[src/rtl/branch_pkg.sv]
// Shared constants and FSM encoding for the PC sequencer slice.
// Holds the state enum, reset PC default, word width and PC increment.
package branch_pkg;

    localparam int unsigned XLEN   = 32;
    localparam int unsigned STAT_W = 16;

    localparam logic [XLEN-1:0] RESET_PC_DEFAULT = 32'h0000_0000;
    localparam logic [XLEN-1:0] PC_INC           = 32'd4;

    localparam logic [1:0] S_INIT     = 2'd0;
    localparam logic [1:0] S_FETCH    = 2'd1;
    localparam logic [1:0] S_REDIRECT = 2'd2;

    typedef enum logic [1:0] {
        INIT     = S_INIT,
        FETCH    = S_FETCH,
        REDIRECT = S_REDIRECT
    } state_e;

endpackage

[src/rtl/branch_stats_counter.sv]
// Saturating branch / taken-branch event counters.
// Ports: clk, rst (sync, active-high), inc_branch, inc_taken in;
//        branch_count, taken_count [15:0] out, stick at 16'hFFFF.
module branch_stats_counter
    import branch_pkg::*;
(
    input  logic              clk,
    input  logic              rst,
    input  logic              inc_branch,
    input  logic              inc_taken,
    output logic [STAT_W-1:0] branch_count,
    output logic [STAT_W-1:0] taken_count
);

    localparam logic [STAT_W-1:0] CNT_MAX = '1;

    always_ff @(posedge clk) begin
        if (rst) begin
            branch_count <= '0;
            taken_count  <= '0;
        end else begin
            if (inc_branch && branch_count != CNT_MAX)
                branch_count <= branch_count + 1'b1;
            if (inc_taken && taken_count != CNT_MAX)
                taken_count <= taken_count + 1'b1;
        end
    end

endmodule

[src/rtl/pc_sequencer.sv]
// Program-counter register and next-PC select with fetch handshake.
// Ports: clk, rst (sync, active-high), fetch_ready, stall,
//        branch_valid, branch_ne, zero, branch_target in;
//        pc, pc_plus4, fetch_valid, flush, taken, align_err out.
// PC_SEQUENCER_BRANCH_STATS_EN adds branch_count / taken_count.
module pc_sequencer
    import branch_pkg::*;
#(
    parameter logic [XLEN-1:0] RESET_PC = RESET_PC_DEFAULT
)
(
    input  logic              clk,
    input  logic              rst,
    input  logic              fetch_ready,
    input  logic              stall,
    input  logic              branch_valid,
    input  logic              branch_ne,
    input  logic              zero,
    input  logic [XLEN-1:0]   branch_target,
    output logic [XLEN-1:0]   pc,
    output logic [XLEN-1:0]   pc_plus4,
    output logic              fetch_valid,
    output logic              flush,
    output logic              taken,
    output logic              align_err
`ifdef PC_SEQUENCER_BRANCH_STATS_EN
    ,
    output logic [STAT_W-1:0] branch_count,
    output logic [STAT_W-1:0] taken_count
`endif
);

    state_e state;

    logic [XLEN-1:0] tgt_aligned;

    assign pc_plus4    = pc + PC_INC;
    assign taken       = branch_valid & (zero ^ branch_ne);
    assign tgt_aligned = {branch_target[XLEN-1:2], 2'b00};

    always_ff @(posedge clk) begin
        if (rst) begin
            state       <= INIT;
            pc          <= RESET_PC;
            fetch_valid <= 1'b0;
            flush       <= 1'b0;
            align_err   <= 1'b0;
        end else begin
            flush     <= 1'b0;
            align_err <= 1'b0;
            unique case (state)
                INIT: begin
                    state       <= FETCH;
                    fetch_valid <= 1'b1;
                end
                FETCH: begin
                    // A taken branch overrides stall and handshake.
                    if (taken) begin
                        state       <= REDIRECT;
                        pc          <= tgt_aligned;
                        fetch_valid <= 1'b0;
                        flush       <= 1'b1;
                        align_err   <= |branch_target[1:0];
                    end else if (!stall && fetch_ready) begin
                        pc <= pc_plus4;
                    end
                end
                REDIRECT: begin
                    // Branches seen here belong to the flushed slot.
                    state       <= FETCH;
                    fetch_valid <= 1'b1;
                end
                default: begin
                    state       <= INIT;
                    fetch_valid <= 1'b0;
                end
            endcase
        end
    end

`ifdef PC_SEQUENCER_BRANCH_STATS_EN
    logic in_fetch;

    assign in_fetch = (state == FETCH);

    branch_stats_counter u_stats (
        .clk          (clk),
        .rst          (rst),
        .inc_branch   (in_fetch & branch_valid),
        .inc_taken    (in_fetch & taken),
        .branch_count (branch_count),
        .taken_count  (taken_count)
    );
`endif

endmodule

[config.mk]
export PLATFORM = sky130hd
export DESIGN_NAME = pc_sequencer
export DESIGN_NICKNAME = d
export VERILOG_FILES = /design/src/rtl/branch_pkg.sv /design/src/rtl/branch_stats_counter.sv /design/src/rtl/pc_sequencer.sv
export SDC_FILE = /design/constraint.sdc
export NUM_CORES = 1
export LEC_CHECK = 0
export ABC_AREA = 1
export CORE_AREA = 5 5 79 81
export CTS_CLUSTER_SIZE = 12
export DETAILED_ROUTE_END_ITERATION = 6
export DIE_AREA = 0 0 84 86
export PLACE_DENSITY = 0.89
export SLEW_MARGIN = 5
export SYNTH_ARGS = -nofsm -noshare
export SYNTH_HDL_FRONTEND = slang
export SYNTH_HIERARCHICAL = 1
export SYNTH_SLANG_ARGS = --single-unit
[constraint.sdc]
create_clock -name clk -period 4.75 [get_ports clk]
set_input_delay 0.95 -clock clk [delete_from_list [all_inputs] [get_ports clk]]
set_output_delay 0.95 -clock clk [all_outputs]
set_load 0.01 [all_outputs]
; ---- Yosys cells after proc, flatten, opt, wreduce, memory -nomap -nowiden
; Cells that the tools add are included.
[op_classes]
bitwise = 4
add_sub_neg = 1
muxes = 7
reduce_logical = 9
eq_ne = 3
[op_table]
columns = op, count
row1 = 2-to-1 mux 32 bit, 2
row2 = "adder 32 x 3 -> 32 bit, second input constant", 1
row3 = OR reduction 2 bit, 3
row4 = case mux 2 bit (2 select lines), 1
row5 = OR reduction 3 bit, 1
row6 = "== test 2 x 1 -> 1 bit, second input constant", 1
row7 = "== test 2 bit, second input constant", 1
row8 = zero test 2 bit, 1
row9 = 2-to-1 mux 1 bit, 2
row10 = 2-to-1 mux 2 bit, 1
row11 = "!= test 2 bit, second input constant", 1
row12 = NOT 1 bit, 2
row13 = case mux 1 bit (2 select lines), 1
row14 = AND reduction 2 bit, 1
row15 = nonzero test 2 bit, 1
row16 = bitwise AND 1 bit, 1
row17 = logical AND 1 bit, 1
row18 = zero test 1 bit, 1
row19 = XOR 1 bit, 1
[totals]
register_bits = 37
in_bits = 39
out_inout_bits = 68
elab_cells = 29

; ---- Depth between registers and ports, before layout
; Gate-level depths: netlist (run 1).
[logic_depth]
ltp_word = 4
mapped_depth = 10

; ---- Worst setup path before layout (run 1)
; Ideal clock, no wire load.
[synth_timing]
kind = input to output
start = in zero
end = out taken
arrival_ns = 1.470
slack_ns = 2.330
cell_stages = 5
cell_sequence = inv_1 > nand2_1 > nand3_2 > inv_1 > buf_2
[synth_via]
elab_chain_cells = 2
[synth_rtl]
columns = item, line_no
row1 = "start, declared", pc_sequencer.sv:18  ; input logic zero,
row2 = XOR 1 bit, pc_sequencer.sv:38  ; assign taken = branch_valid & (zero ^ branch_ne);
row3 = bitwise AND 1 bit, pc_sequencer.sv:38
row4 = "end, declared", pc_sequencer.sv:24  ; output logic taken,
; No other way between the ends.

; ---- Worst setup path after layout (run 1)
; Same ends and word-level chain as after synthesis.

==> impl_summary.md, run 1 <==
Critical path
Tracing the worst setup path back leads to its startpoint at zero. The kind of end point of the critical path is an output pin. The arrival time at the worst endpoint is ~2.5 ns. The reg2reg setup slack is 3.03 ns. The signal on the critical path passes through clkdlybuf4s50_1, nand2_1, nand3_2, buf_4, inv_1, clkdlybuf4s50_1. The worst flop-to-flop path endpoint is pc[14].

Counting both buffers and inverters, the worst setup path holds a total of 4. The maximum cell stage delay along the critical path is 0.49 ns. The nature of the critical path startpoint is an input pin. The worst flop-to-flop path startpoint is state[0]. Among all stages on the critical path, the largest delay is contributed by clkdlybuf4s50_1. The critical path's top delay family is buffers and inverters. The count of cells along the worst register-to-register path is 7.

By instance count, the cell type seen most on the critical path is clkdlybuf4s50_1. The required time at the worst-slack endpoint is 3.80 ns. The worst setup path is of the input pin to output pin kind. Of all nets on the critical path, the largest fanout is 33.

Global routing
In this run the most used layer during global routing was met2. The remaining global-route overflow is 0. The number of antenna violations at the first check in global routing came to 0. Entering global routing, the biggest net connects 34 pins. The global-route wire length before repair is about 12,000 µm. The number of global-route vias before repair was between 2,000 and 3,000.

Global routing consumed, over all layers together, 20.7% of the routing resources. The met2 track utilization from global routing is 37.3%. Global routing used 5.57% of the available met3 tracks. For met1 alone, demand over resource in global routing was 23.9%.

Clocking
TritonCTS built the clock tree. Post-CTS timing repair inserted 0 buffers for setup. The total number of H-tree levels is 2. The cell at the root of the clock tree is clkbuf_8. After clock tree synthesis, the clock-pin slew on the worst setup and hold paths is 0.06 ns. The post-CTS resize count is 0. The maximum clock path buffer count is 2. CTS saw 34 sinks. Buffers inserted to repair hold after CTS numbered 0.

The number of clock buffers added by TritonCTS is 5. The source-to-sink clock delay at the later pin of the worst-skew pair is ~0.28 ns.

Floorplanning
In this run the vertical extent of the chip is 86 µm. In this run the horizontal extent of the chip is 84 µm. The die covers roughly 7200 µm².

The core region is 5410 µm². The floorplan has 27 rows. The starting utilization of the core area is 44.2%. about 110 I/O pins were placed.

Timing
For this run, the top clock speed supported by timing is 292 MHz. The final setup skew is 0.00344 ns. Setup violations remaining at the end of the flow were counted as 0. Headroom to the max-slew limit came out at between 50 and 60%. The worst path in the final design needs a cycle of 3.43 ns, including I/O delays and setup. The final clock period utilization by the worst path is 72.2%.

The number of slew-limit violations in the final report was 0. For the final routed database, the setup TNS stands at 0 ns. Across all setup checks in the final design, the least slack found is 1.32 ns. Setup repair after global routing left no endpoint under its margin. The number of hold violations in the final report is 0.

At the pin with the least slew margin, the transition time is approximately 0.74 ns.

Placement
The HPWL reported at the end of detailed placement is 5630 µm. Routability-driven placement finished with a final weighted congestion of 0.905. During placement, the flow inserted port buffers numbering approximately 100. The worst slack at placement is 1.32 ns. In this run, placement finished with an instance count of 528.

Pwr
The register share of total power is between 40 and 50%. The portion of total power attributed to the clock network is 25.8%. The power density over the cells is ~220 nW/µm². The total internal power is 0.541 mW. The static leakage power is 1.33 nW.

The share of total power dissipated in combinational logic is 31.0%. The maximum vdd ir drop is 0.000167 V. The fraction of power spent switching nets is a little under a third. The switching power of the nets is roughly 0.25 mW.

Worst hold path
The min-delay analysis places its worst path in the category register to register. The worst hold path begins at state[0]. For hold timing, the worst endpoint is state[0]. The count of cells along the worst hold path is 3.

Flow run
The number of maximum-capacitance violations is 0.

Run status
The run finished with clean final reports.

Synth
The post-synthesis sequential area ratio is 28.5%. Synthesis inferred 34 register bits. The mapped netlist covers around 2400 µm². The average cell area after synthesis is 6.51 µm². The cell taking the most area after synthesis is dfxtp_1. In this run the biggest area consumer among cell types represents 28.5% of the synthesized area. The number of different library cells in the post-synthesis netlist is 30. The synthesis warning total is 6.

By area the synthesized netlist is led by dfxtp_1 28%, nand2_1 17%, a21oi_1 12%, o21ai_0 6.5%, xor2_2 4.8%. In the synthesized netlist, the number of instances is 367.

Cells and area
The filler cells instantiated in the layout total 492. The non-filler instance count after layout is 535. The net total in the final layout is 503. The post-synthesis to final-layout area growth is 46.9%. The antenna diode instance count is 0. In the final layout, the share of cells above drive strength 1 is 8.86%.

Detailed routing
The number of DRC markers in iteration 0 is 144. The number of iterations in the first detailed-routing pass is 4. The detailed-route wire length per cell is between 10 and 15 µm. The number of design rule violations left after detail routing is 0. The detailed router placed about 2,700 vias in this run. The average vias per placed instance is 5.09. The routed wire length is ~7400 µm. The antenna violation net count after detailed routing is 0.
==> worst max-delay path by stage <==
stage          endpoint  slack (ns)  cells past startpoint
3_3_place_gp      taken        1.34                      6
2_1_floorplan     taken        2.33                      5
6_report          taken        1.32                      6
4_1_cts           taken        1.31                      6
3_5_place_dp      taken        1.32                      6
5_1_grt           taken        1.21                      6
==> sequential cells by signal, indices dropped and copies added, names as in the netlist <==
signal and flops:
pc 30, flush 1, align_err 1, state 2
==> power groups by stage <==
stage | combinational (mW) | sequential, mW | clock, mW
global placement | 0.239 | 0.346 | 0
floorplan | 0.102 | 0.351 | 0
global route | 0.265 | 0.345 | 0.225
CTS | 0.245 | 0.340 | 0.210
detailed placement | 0.244 | 0.346 | 0
finish | 0.244 | 0.341 | 0.203
==> metal layers <==
metal | part of all wire [%] | vias to the layer above | wire length (µm)
li1 | - | 1363 | -
met1 | 41 | 1246 | 3020
met2 | 50 | 101 | 3710
met3 | 7.4 | 12 | 546
met4 | 1.6 | 0 | 121
met5 | 0 | - | 0
==> logic make-up (layout without fill, tap and decap cells) <==
logic type      count (synthesis)  after routing  share of synthesized area (%)
compound gates                 90             90                           19.2
xor+xnor                       15             15                           7.70
fa+ha+maj                       1              1                          0.523
buf+inv                        43            136                           8.01
flops                          34             34                           28.5
other cells                     1              4                          0.157
simple gates                  183            183                           35.9
==> layout make-up <==
cell class                 count  area [µm²]  share of cell area (%)
clock buffer                   7        76.3                    2.17
inverter                      24        90.1                    2.57
multi-input combinational    293        1530                    43.6
sequential                    34         681                    19.4
tap                           72        90.1                    2.57
timing repair buffer         105        1040                    29.7
==> synthesized netlist by cell type, drive strengths merged <==
master,instances
a21oi,56
a31oi,2
and2,5
buf,13
clkbuf,6
conb,1
dfxtp,34
ha,1
inv,24
nand2,115
nand3,11
nand3b,6
nor2,43
nor3,2
o21a,1
o21ai,31
or2,1
xnor2,4
xor2,11
==> tightest hold or removal path, cell delays in order, from the launching register on <==
cell     delay, ns
dfxtp_1       0.31
inv_1         0.06
nor2_1        0.04
nor2_1        0.07
==> per-stage QoR <==
| stage | power [mW] | hold WS [ns] | area (µm²) | utilization [%] |
|---|---|---|---|---|
| after floorplan | 0.452 | 0.493 | 2400 | - |
| after global placement | 0.585 | 0.493 | 3430 | 63.5 |
| after detailed placement | 0.590 | 0.510 | 3430 | 63.5 |
| after CTS | 0.795 | 0.525 | 3510 | 64.9 |
| after global routing | 0.835 | 0.578 | 3510 | 64.9 |
| final | 0.788 | 0.517 | 3510 | 64.9 |
==> placed cells by master, fill, tap and decap left out <==
master,netlist,layout
a21oi_1,55,55
a21oi_2,1,1
a31oi_1,2,2
and2_1,5,5
buf_4,4,3
clkbuf_1,6,2
clkbuf_8,0,5
clkdlybuf4s50_1,0,102
conb_1,1,4
dfxtp_1,34,34
ha_1,1,1
inv_1,23,23
inv_2,1,1
nand2_1,106,106
nand2_2,7,7
nand2_4,2,2
nand3_1,10,10
nand3_2,1,1
nand3b_1,6,6
nor2_1,29,29
nor2_2,5,5
nor2_4,9,9
nor3_1,2,2
o21a_1,1,1
o21ai_0,31,31
or2_1,1,1
xnor2_1,4,4
xor2_1,4,4
xor2_2,7,7
Note: power is estimated with default switching activity, not from simulation.
==> run 2: changes to the inputs <==
--- a/config.mk
+++ b/config.mk
@@ -6,11 +6,11 @@
 export NUM_CORES = 1
 export LEC_CHECK = 0
 export ABC_AREA = 1
-export CORE_AREA = 5 5 79 81
+export CORE_AREA = 5 5 82 84
 export CTS_CLUSTER_SIZE = 12
 export DETAILED_ROUTE_END_ITERATION = 6
-export DIE_AREA = 0 0 84 86
-export PLACE_DENSITY = 0.89
+export DIE_AREA = 0 0 87 89
+export PLACE_DENSITY = 0.84
 export SLEW_MARGIN = 5
 export SYNTH_ARGS = -nofsm -noshare
 export SYNTH_HDL_FRONTEND = slang
==> constraint.sdc (replaced) <==
create_clock -name clk -period 3.34 [get_ports clk]
set_input_delay 0.668 -clock clk [delete_from_list [all_inputs] [get_ports clk]]
set_output_delay 0.668 -clock clk [all_outputs]
set_load 0.01 [all_outputs]
==> run 2 against run 1 <==
Effect of this change:
- total power grew 43%
- utilization is 4.8 points lower
- critical path depth up 2
- flip-flop and latch count unchanged
- clock skew is 0.0016 ns higher
- die area grew 7.2%
- critical path type is now register to output pin
- highest routed layer unchanged
==> impl_summary.md, run 2 (synthesized netlist as in run 1, its figures left out) <==
Critical path
The critical-path maximum fanout is 4. Walking the worst path, the cells encountered are ha_1, nand2_1, nor2_4, nand2_1, nor2_2, nand3b_1, nand2_1, clkdlybuf4s50_1. The worst flop-to-flop path endpoint is pc[24]. The timing endpoint of the critical path is pc_plus4[24]. The maximum cell stage delay along the critical path is 0.54 ns. In this design, the critical path's most frequently occurring cell is nand2_1. In this run the number of cells on the critical path is 8. The worst flop-to-flop path startpoint is pc[3]. The kind of end point of the critical path is an output pin. The arrival time at the worst endpoint is 2.25 ns. In this design, the largest share of critical-path delay is due to simple AND/OR/NAND/NOR gates. In this run the register-to-register setup slack is 1.68 ns. Counting both buffers and inverters, the worst setup path holds a total of 1.

Measured in cells, the most critical reg-to-reg path has a length of 9. Tracing the worst setup path back leads to its startpoint at pc[3]. Among all stages on the critical path, the largest delay is contributed by clkdlybuf4s50_1. The type of the worst setup path is register to output pin. The nature of the critical path startpoint is a register. The required time at the worst-slack endpoint is roughly 2.7 ns.

Cells and area
In the final layout, the registers with the most flip-flops are pc (30), state (2). Counting the fill cells in the layout gives 543. At the end of the flow the core is filled with cells to 60.2%. Cells with a size suffix above 1 make up 9.05% of the layout. The register with the most flip-flops in the final layout is pc. Leaving out fill and tap cells, the most frequent cells in the layout are 106 x nand2_1, 102 x clkdlybuf4s50_1, 55 x a21oi_1.

The net total in the final layout is 504. The flip-flop count of the largest register after layout is 30. From synthesis to final layout, the design area changed by 47.3%.

The sequential cell area is 681 µm². 0 antenna diodes ended up in the layout. The area occupied by multi-input gates is 1530 µm². Leaving out fill and tap cells, the most frequent cell in the layout is nand2_1.

Global routing
The number of global-route vias before repair is 2,680. Summed over all layers, the global routing overflow is 0. The number of antenna violations at the first check in global routing is 0. The largest net degree at the start of global routing is 33. Global routing consumed, over all layers together, 19.7% of the routing resources. The first global-routing pass estimated 12,200 µm of wire.

Timing
Setup slack on the critical path of the routed design comes to 0.421 ns. The final setup skew is between 0.005 and 0.006 ns. Setup repair after global routing left no endpoint under its margin. The final clock period utilization by the worst path is 87.4%. The pin slew with the least headroom to its limit is 0.757 ns. The total negative setup slack is 0 ns. The final setup violation count is 0.

The number of hold violations in the final report was 0. The normalized max-slew margin is 49.5%. The number of slew-limit violations in the final report was 0. The final period demand of the worst path is 2.92 ns.

Based on the critical path, the design can be clocked at up to 343 MHz.

Floorplanning
The die area is 7740 µm². approximately 110 I/O pins were placed. The floorplan step set the die height to roughly 89 µm. The starting utilization of the core area is 40.8%. The number of placement rows is 28. The horizontal extent of the die is 87 µm.

The region available for standard cell placement spans 5850 µm².

Run status
The flow ran to the end, and the final reports show no timing, DRC or antenna violations.

Clocking
The hold buffer count at cts is 0. The total number of H-tree levels is 2. The CTS buffer count is 5. Clock-pin slew was measured on the worst setup and hold paths at 0.06 ns.

The cell sitting at the root of the clock tree is a clkbuf_8. The clock net in this run drives a total of 34 sinks. After clock tree synthesis, the repair step resized 0 gates. The source-to-sink clock delay at the later pin of the worst-skew pair is 0.29 ns.

TritonCTS built the clock tree. The post-CTS setup buffer count is 0. No sink is reached through more buffers than the 2 on the longest clock path.

Pwr
The static leakage power is 1.33 nW. The power density over the cells is about 320 nW/µm². IR analysis of the VDD net gives a maximum drop of approximately 0.00023 V.

Placement
The port buffer count is 102. Detailed placement finished with a half-perimeter wire length of 5790 µm. The worst slack at placement is between 0.6 and 0.7 ns.

At the end of routability-driven placement, the weighted congestion stood at 0.883.

Worst hold path
The kind of path behind the tightest hold check is register to register.

Flow run
The number of maximum-capacitance violations is 0.

Detailed routing
The number of iterations in the first detailed-routing pass is 4. After detailed routing, the average wire length per cell comes to 14.2 µm. In this run the remaining antenna-violating nets after routing total 0.

The detailed router finished its first iteration with 135 violations. The via total after detailed routing is around 2,800. In the routed layout, each cell is associated on average with a via count of 5.11.

The routed wire length is approximately 7700 µm. The number of design rule violations left after detail routing is 0.
[run 2: where the power goes]
group          internal (mW)  switching [mW]  total (mW)
logic                  0.189           0.161       0.350
clock network          0.143           0.144       0.287
registers              0.438          0.0482       0.486
[run 2: worst min path at each step]
stage	startpoint	to	cells after the start
after floorplan	state[1]	state[0]	3
after global routing	state[0]	state[0]	3
final	state[0]	state[0]	3
after detailed placement	state[0]	state[0]	3
after CTS	state[0]	state[0]	3
after global placement	state[0]	state[0]	3
[run 2: layer usage]
layer  global-route usage [%]  share of wire (%)  vias to the layer above
met5                        0                  0                        -
met4                     6.94                1.3                        0
met3                     4.24                8.2                        8
met2                     35.1                 50                      106
met1                     23.4                 41                     1270
li1                         -                  -                     1368
[run 2: metrics by stage]
stage	area (µm²)	hold WS, ns	std cells	power (mW)
after global placement	3440	0.491	532	0.835
after global routing	3520	0.560	539	1.18
after floorplan	2400	0.493	370	0.643
after CTS	3520	0.514	539	1.13
final	3520	0.508	539	1.12
after detailed placement	3440	0.499	532	0.843
[run 2: layout make-up]
type | count | area share [%]
well taps | 75 | 2.67
flip-flops and latches | 34 | 19.3
multi-input cells | 293 | 43.4
inverters | 24 | 2.56
repair buffers | 106 | 29.9
clock buffers | 7 | 2.17
[run 2: worst register-to-register path, stage by stage (launching register included)]
cell	delay [ns]
dfxtp_1	0.39
ha_1	0.23
nand2_1	0.11
nor2_4	0.13
nand2_1	0.07
nor2_2	0.26
nand3b_1	0.13
nand2_1	0.11
nand2_1	0.05
a21oi_1	0.12
==> run 3: changes to the inputs <==
--- a/config.mk
+++ b/config.mk
@@ -5,12 +5,11 @@
 export SDC_FILE = /design/constraint.sdc
 export NUM_CORES = 1
 export LEC_CHECK = 0
-export ABC_AREA = 1
 export CORE_AREA = 5 5 82 84
 export CTS_CLUSTER_SIZE = 12
 export DETAILED_ROUTE_END_ITERATION = 6
 export DIE_AREA = 0 0 87 89
-export PLACE_DENSITY = 0.84
+export PLACE_DENSITY = 0.85
 export SLEW_MARGIN = 5
 export SYNTH_ARGS = -nofsm -noshare
 export SYNTH_HDL_FRONTEND = slang
==> run 3 against run 2 <==
Effect of this change:
- register-to-register slack got worse by 0.48 ns
- routed wire length rose by 10%
- total power rose by 0.41%
- combinational power fell by 14%
- clock skew rose by 0.0045 ns
- setup slack got worse by 0.30 ns
- critical path depth fell by 3
- critical endpoint is now pc_plus4[21]
- global-route usage rose by 2.0 points
- via count rose by 4.3%
- utilization rose by 2.9 points
- critical path type unchanged
- clock power rose by 27%
==> impl_summary.md, run 3 <==
Run status
The run finished with clean final reports.

Critical path
The critical path startpoint is pc[13]. The largest single stage delay on the critical path is around 0.55 ns. Traced cell by cell, the critical path runs through nand3_2, nor4_4, or4b_4, xnor2_1, clkdlybuf4s50_1.

The type of the worst setup path is register to output pin. At the worst endpoint, the required time is 2.67 ns. The timing endpoint of the critical path is pc_plus4[21]. On the critical path, the stage with the largest delay is an instance of clkdlybuf4s50_1. For flop-to-flop paths, the worst setup slack is between 1 and 1.5 ns. The worst flop-to-flop path startpoint is pc[2].

Data arrives at the worst endpoint at around 2.6 ns. The nature of the critical path startpoint is a register. The count of cells along the worst register-to-register path is 7. The kind of end point of the critical path is an output pin. The critical-path maximum fanout is 6. The worst flop-to-flop path endpoint is pc[30].

Global routing
The remaining global-route overflow is 0. The met3 usage is under 10%. The number of global-route vias before repair is 2,787. The largest net degree at the start of global routing is 43. The most used routing layer is met2. The global-route wire length before repair is roughly 14,000 µm.

Global routing used 36.6% of the available met2 tracks. The global routing met1 resource utilization is between 20% and 30%. The combined global-route utilization of all metal layers is between 20 and 25%. The number of antenna violations at the first check in global routing is 0.

Detailed routing
For this block, the routed nets add up to approximately 8400 µm of wire. The antenna violation net count after detailed routing is 0. The detailed router placed around 2,900 vias in this run. The pre-antenna-repair detailed-routing pass consisted of 4 iterations. The number of design rule violations left after detail routing is 0.

The detailed-route wire length per cell is 17.1 µm. After the first detailed-routing iteration, the DRC count stood at 154. In the routed layout, each cell is associated on average with a via count of 5.81.

Worst hold path
The kind of path behind the tightest hold check is register to register.

Cells and area
0 antenna diodes ended up in the layout. The post-synthesis to final-layout area growth is 49.3%. In the layout the commonest cells are 102 x clkdlybuf4s50_1, 37 x nand2_1, 24 x dfxtp_1.

The register with the most flip-flops in the layout has 30 of them. The largest registers in the layout are pc (30), state (2). The net total in the final layout is 458. The fraction of layout instances using a drive strength above 1 is 12.2%. The most frequent standard cell in the layout excluding fill and tap cells is clkdlybuf4s50_1. pc holds more flip-flops than any other register.

Timing
Setup repair after global routing left no endpoint under its margin. The total negative setup slack is 0 ns. The number of slew-limit violations in the final report is 0. The final setup skew is 0.00951 ns. The worst path in the final design needs a cycle of around 3.2 ns, including I/O delays and setup. Based on the critical path, the design can be clocked at up to about 310 MHz. Setup slack on the critical path of the routed design comes to 0.126 ns. In this run the tightest slew margin relative to its limit is 60.8%. After layout, the worst path uses 96.2% of the clock period. Setup violations remaining at the end of the flow were counted as 0. At the pin with the least slew margin, the transition time is 0.588 ns.

The number of hold violations in the final report is 0.

Synth
The number of different library cells in the post-synthesis netlist is 55. The most instantiated library cell after synthesis is nand2_1. The mapped netlist covers between 2000 and 2500 µm². Sorting the synthesized cells by area gives the leading types as dfxtp_1 28%, nand2_1 5.8%, xnor2_1 5.7%, xor2_1 4.6%, a21oi_1 4.5%. The average cell area after synthesis is 7.75 µm². In the synthesized netlist the async set-or-reset flop fraction comes to 0%. Counting flops with a built-in enable in the synthesized netlist gives 0.

The synthesized netlist cell count is around 320. The synthesis warning total is 6. Summed over its instances, the top area cell type makes up 27.5% of the synthesized netlist area. dfxtp_1 takes more of the synthesized area than any other cell. The most used flip-flop cell after synthesis is dfxtp_1.

The post-synthesis sequential area ratio is 27.5%. Sorting the synthesized cells by how often they occur yields 38 x nand2_1, 34 x dfxtp_1, 25 x nor2_1, 22 x a21oi_1. The number of synthesized register bits is 34.

Clocking
In this run the clock root is driven by a clkbuf_8. The CTS tree is yes. TritonCTS created 5 clock buffers.

The number of clock sinks is 34. The clock transition at the register clock pins on the worst setup and hold paths after CTS is 0.07 ns. The later pin in the worst-skew pair is clocked with a latency of a little under 0.3 ns. The maximum clock path buffer count is 2. The H-tree was split into 2 levels.

Placement
The HPWL reported at the end of detailed placement is roughly 6000 µm. Routability-driven placement finished with a final weighted congestion of 0.893. The worst slack at placement is approximately 0.27 ns. Buffers placed on the I/O ports in this run total 102.

Floorplanning
The core region area is 5850 µm². The floorplan has 28 rows. The y dimension of the die is slightly below 90 µm. The die covers 7740 µm². For this configuration, the core starts out at a cell density of between 40% and 50%. The horizontal extent of the die is 87 µm. The I/O pin count is 107.

Pwr
IR analysis of the VDD net gives a maximum drop of about 0.00019 V. The static leakage power is between 1 and 1.5 nW. The power density over the cells is 306 nW/µm². The total power after layout is 1.13 mW.

Flow run
The number of maximum-capacitance violations is 0.
## run 3: cell types whose count changed in the layout (fill, tap and decap cells not counted), sizes merged, moves of 8 or more
cell   change
xnor2     +12
nand4     +12
a21oi     -34
buf        +8
nand2     -76
o31a       +8
inv       -14
nor2      -18
o21ai     -18
nand3      +8
## run 3: worst max-delay path, delay by kind of cell, from the launching register on
kind	cells	cell delay [ns]
flops	1	0.44
xor+xnor	1	0.16
simple gates	3	1.10
buf+inv	1	0.55
## run 3: final cells by class
| cell class | instances | area (µm²) |
|---|---|---|
| repair buffers | 114 | 1110 |
| multi-input cells | 252 | 1640 |
| clock buffers | 8 | 110 |
| flip-flops and latches | 34 | 693 |
| inverters | 11 | 41.3 |
| fillers | 520 | 2160 |
| well taps | 75 | 93.8 |
## run 3: worst min path at each step
| stage | end | startpoint | cells after the start | slack [ns] |
|---|---|---|---|---|
| final | pc[12] | pc[12] | 2 | 0.53 |
| after floorplan | state[0] | state[1] | 2 | 0.53 |
| after CTS | pc[4] | pc[4] | 2 | 0.55 |
| after detailed placement | pc[14] | pc[14] | 2 | 0.53 |
| after global placement | state[0] | state[0] | 2 | 0.51 |
| after global routing | pc[12] | pc[12] | 2 | 0.54 |
## run 3: kinds of logic after synthesis
family / after synthesis / share of synthesized area, %
other cells: 1 / 0.152
compound gates: 87 / 23.6
flops: 34 / 27.5
buf+inv: 36 / 7.54
fa+ha+maj: 1 / 0.506
simple gates: 128 / 29.2
xor+xnor: 29 / 10.3
mux: 3 / 1.26
## run 3: per-layer routing
| layer | wire (µm) | part of all wire, % |
|---|---|---|
| met1 | 3420 | 41 |
| met5 | 0 | 0 |
| met2 | 4160 | 49 |
| met4 | 123 | 1.5 |
| met3 | 720 | 8.5 |
## run 3: what timing repair did
action,CTS,global route
pin swaps,0,2
endpoints found under the setup margin,1,6
hold buffers,0,0
resized for setup,4,11
cloned,0,0
setup buffers,0,4
## run 3: per-stage QoR
step / utilization, % / hold slack [ns] / instance area (µm²) / instances
3_5_place_dp: 60.2 / 0.535 / 3520 / 482
4_1_cts: 62.3 / 0.546 / 3640 / 490
6_report: 63.1 / 0.527 / 3690 / 494
2_1_floorplan: - / 0.531 / 2480 / 322
5_1_grt: 63.1 / 0.538 / 3690 / 494
3_3_place_gp: 60.2 / 0.513 / 3520 / 482
## run 3: report_power, final
group | internal (mW) | switching, mW | total [mW]
sequential | 0.427 | 0.0348 | 0.462
clock | 0.208 | 0.157 | 0.365
combinational | 0.162 | 0.140 | 0.301
total | 0.797 | 0.331 | 1.13
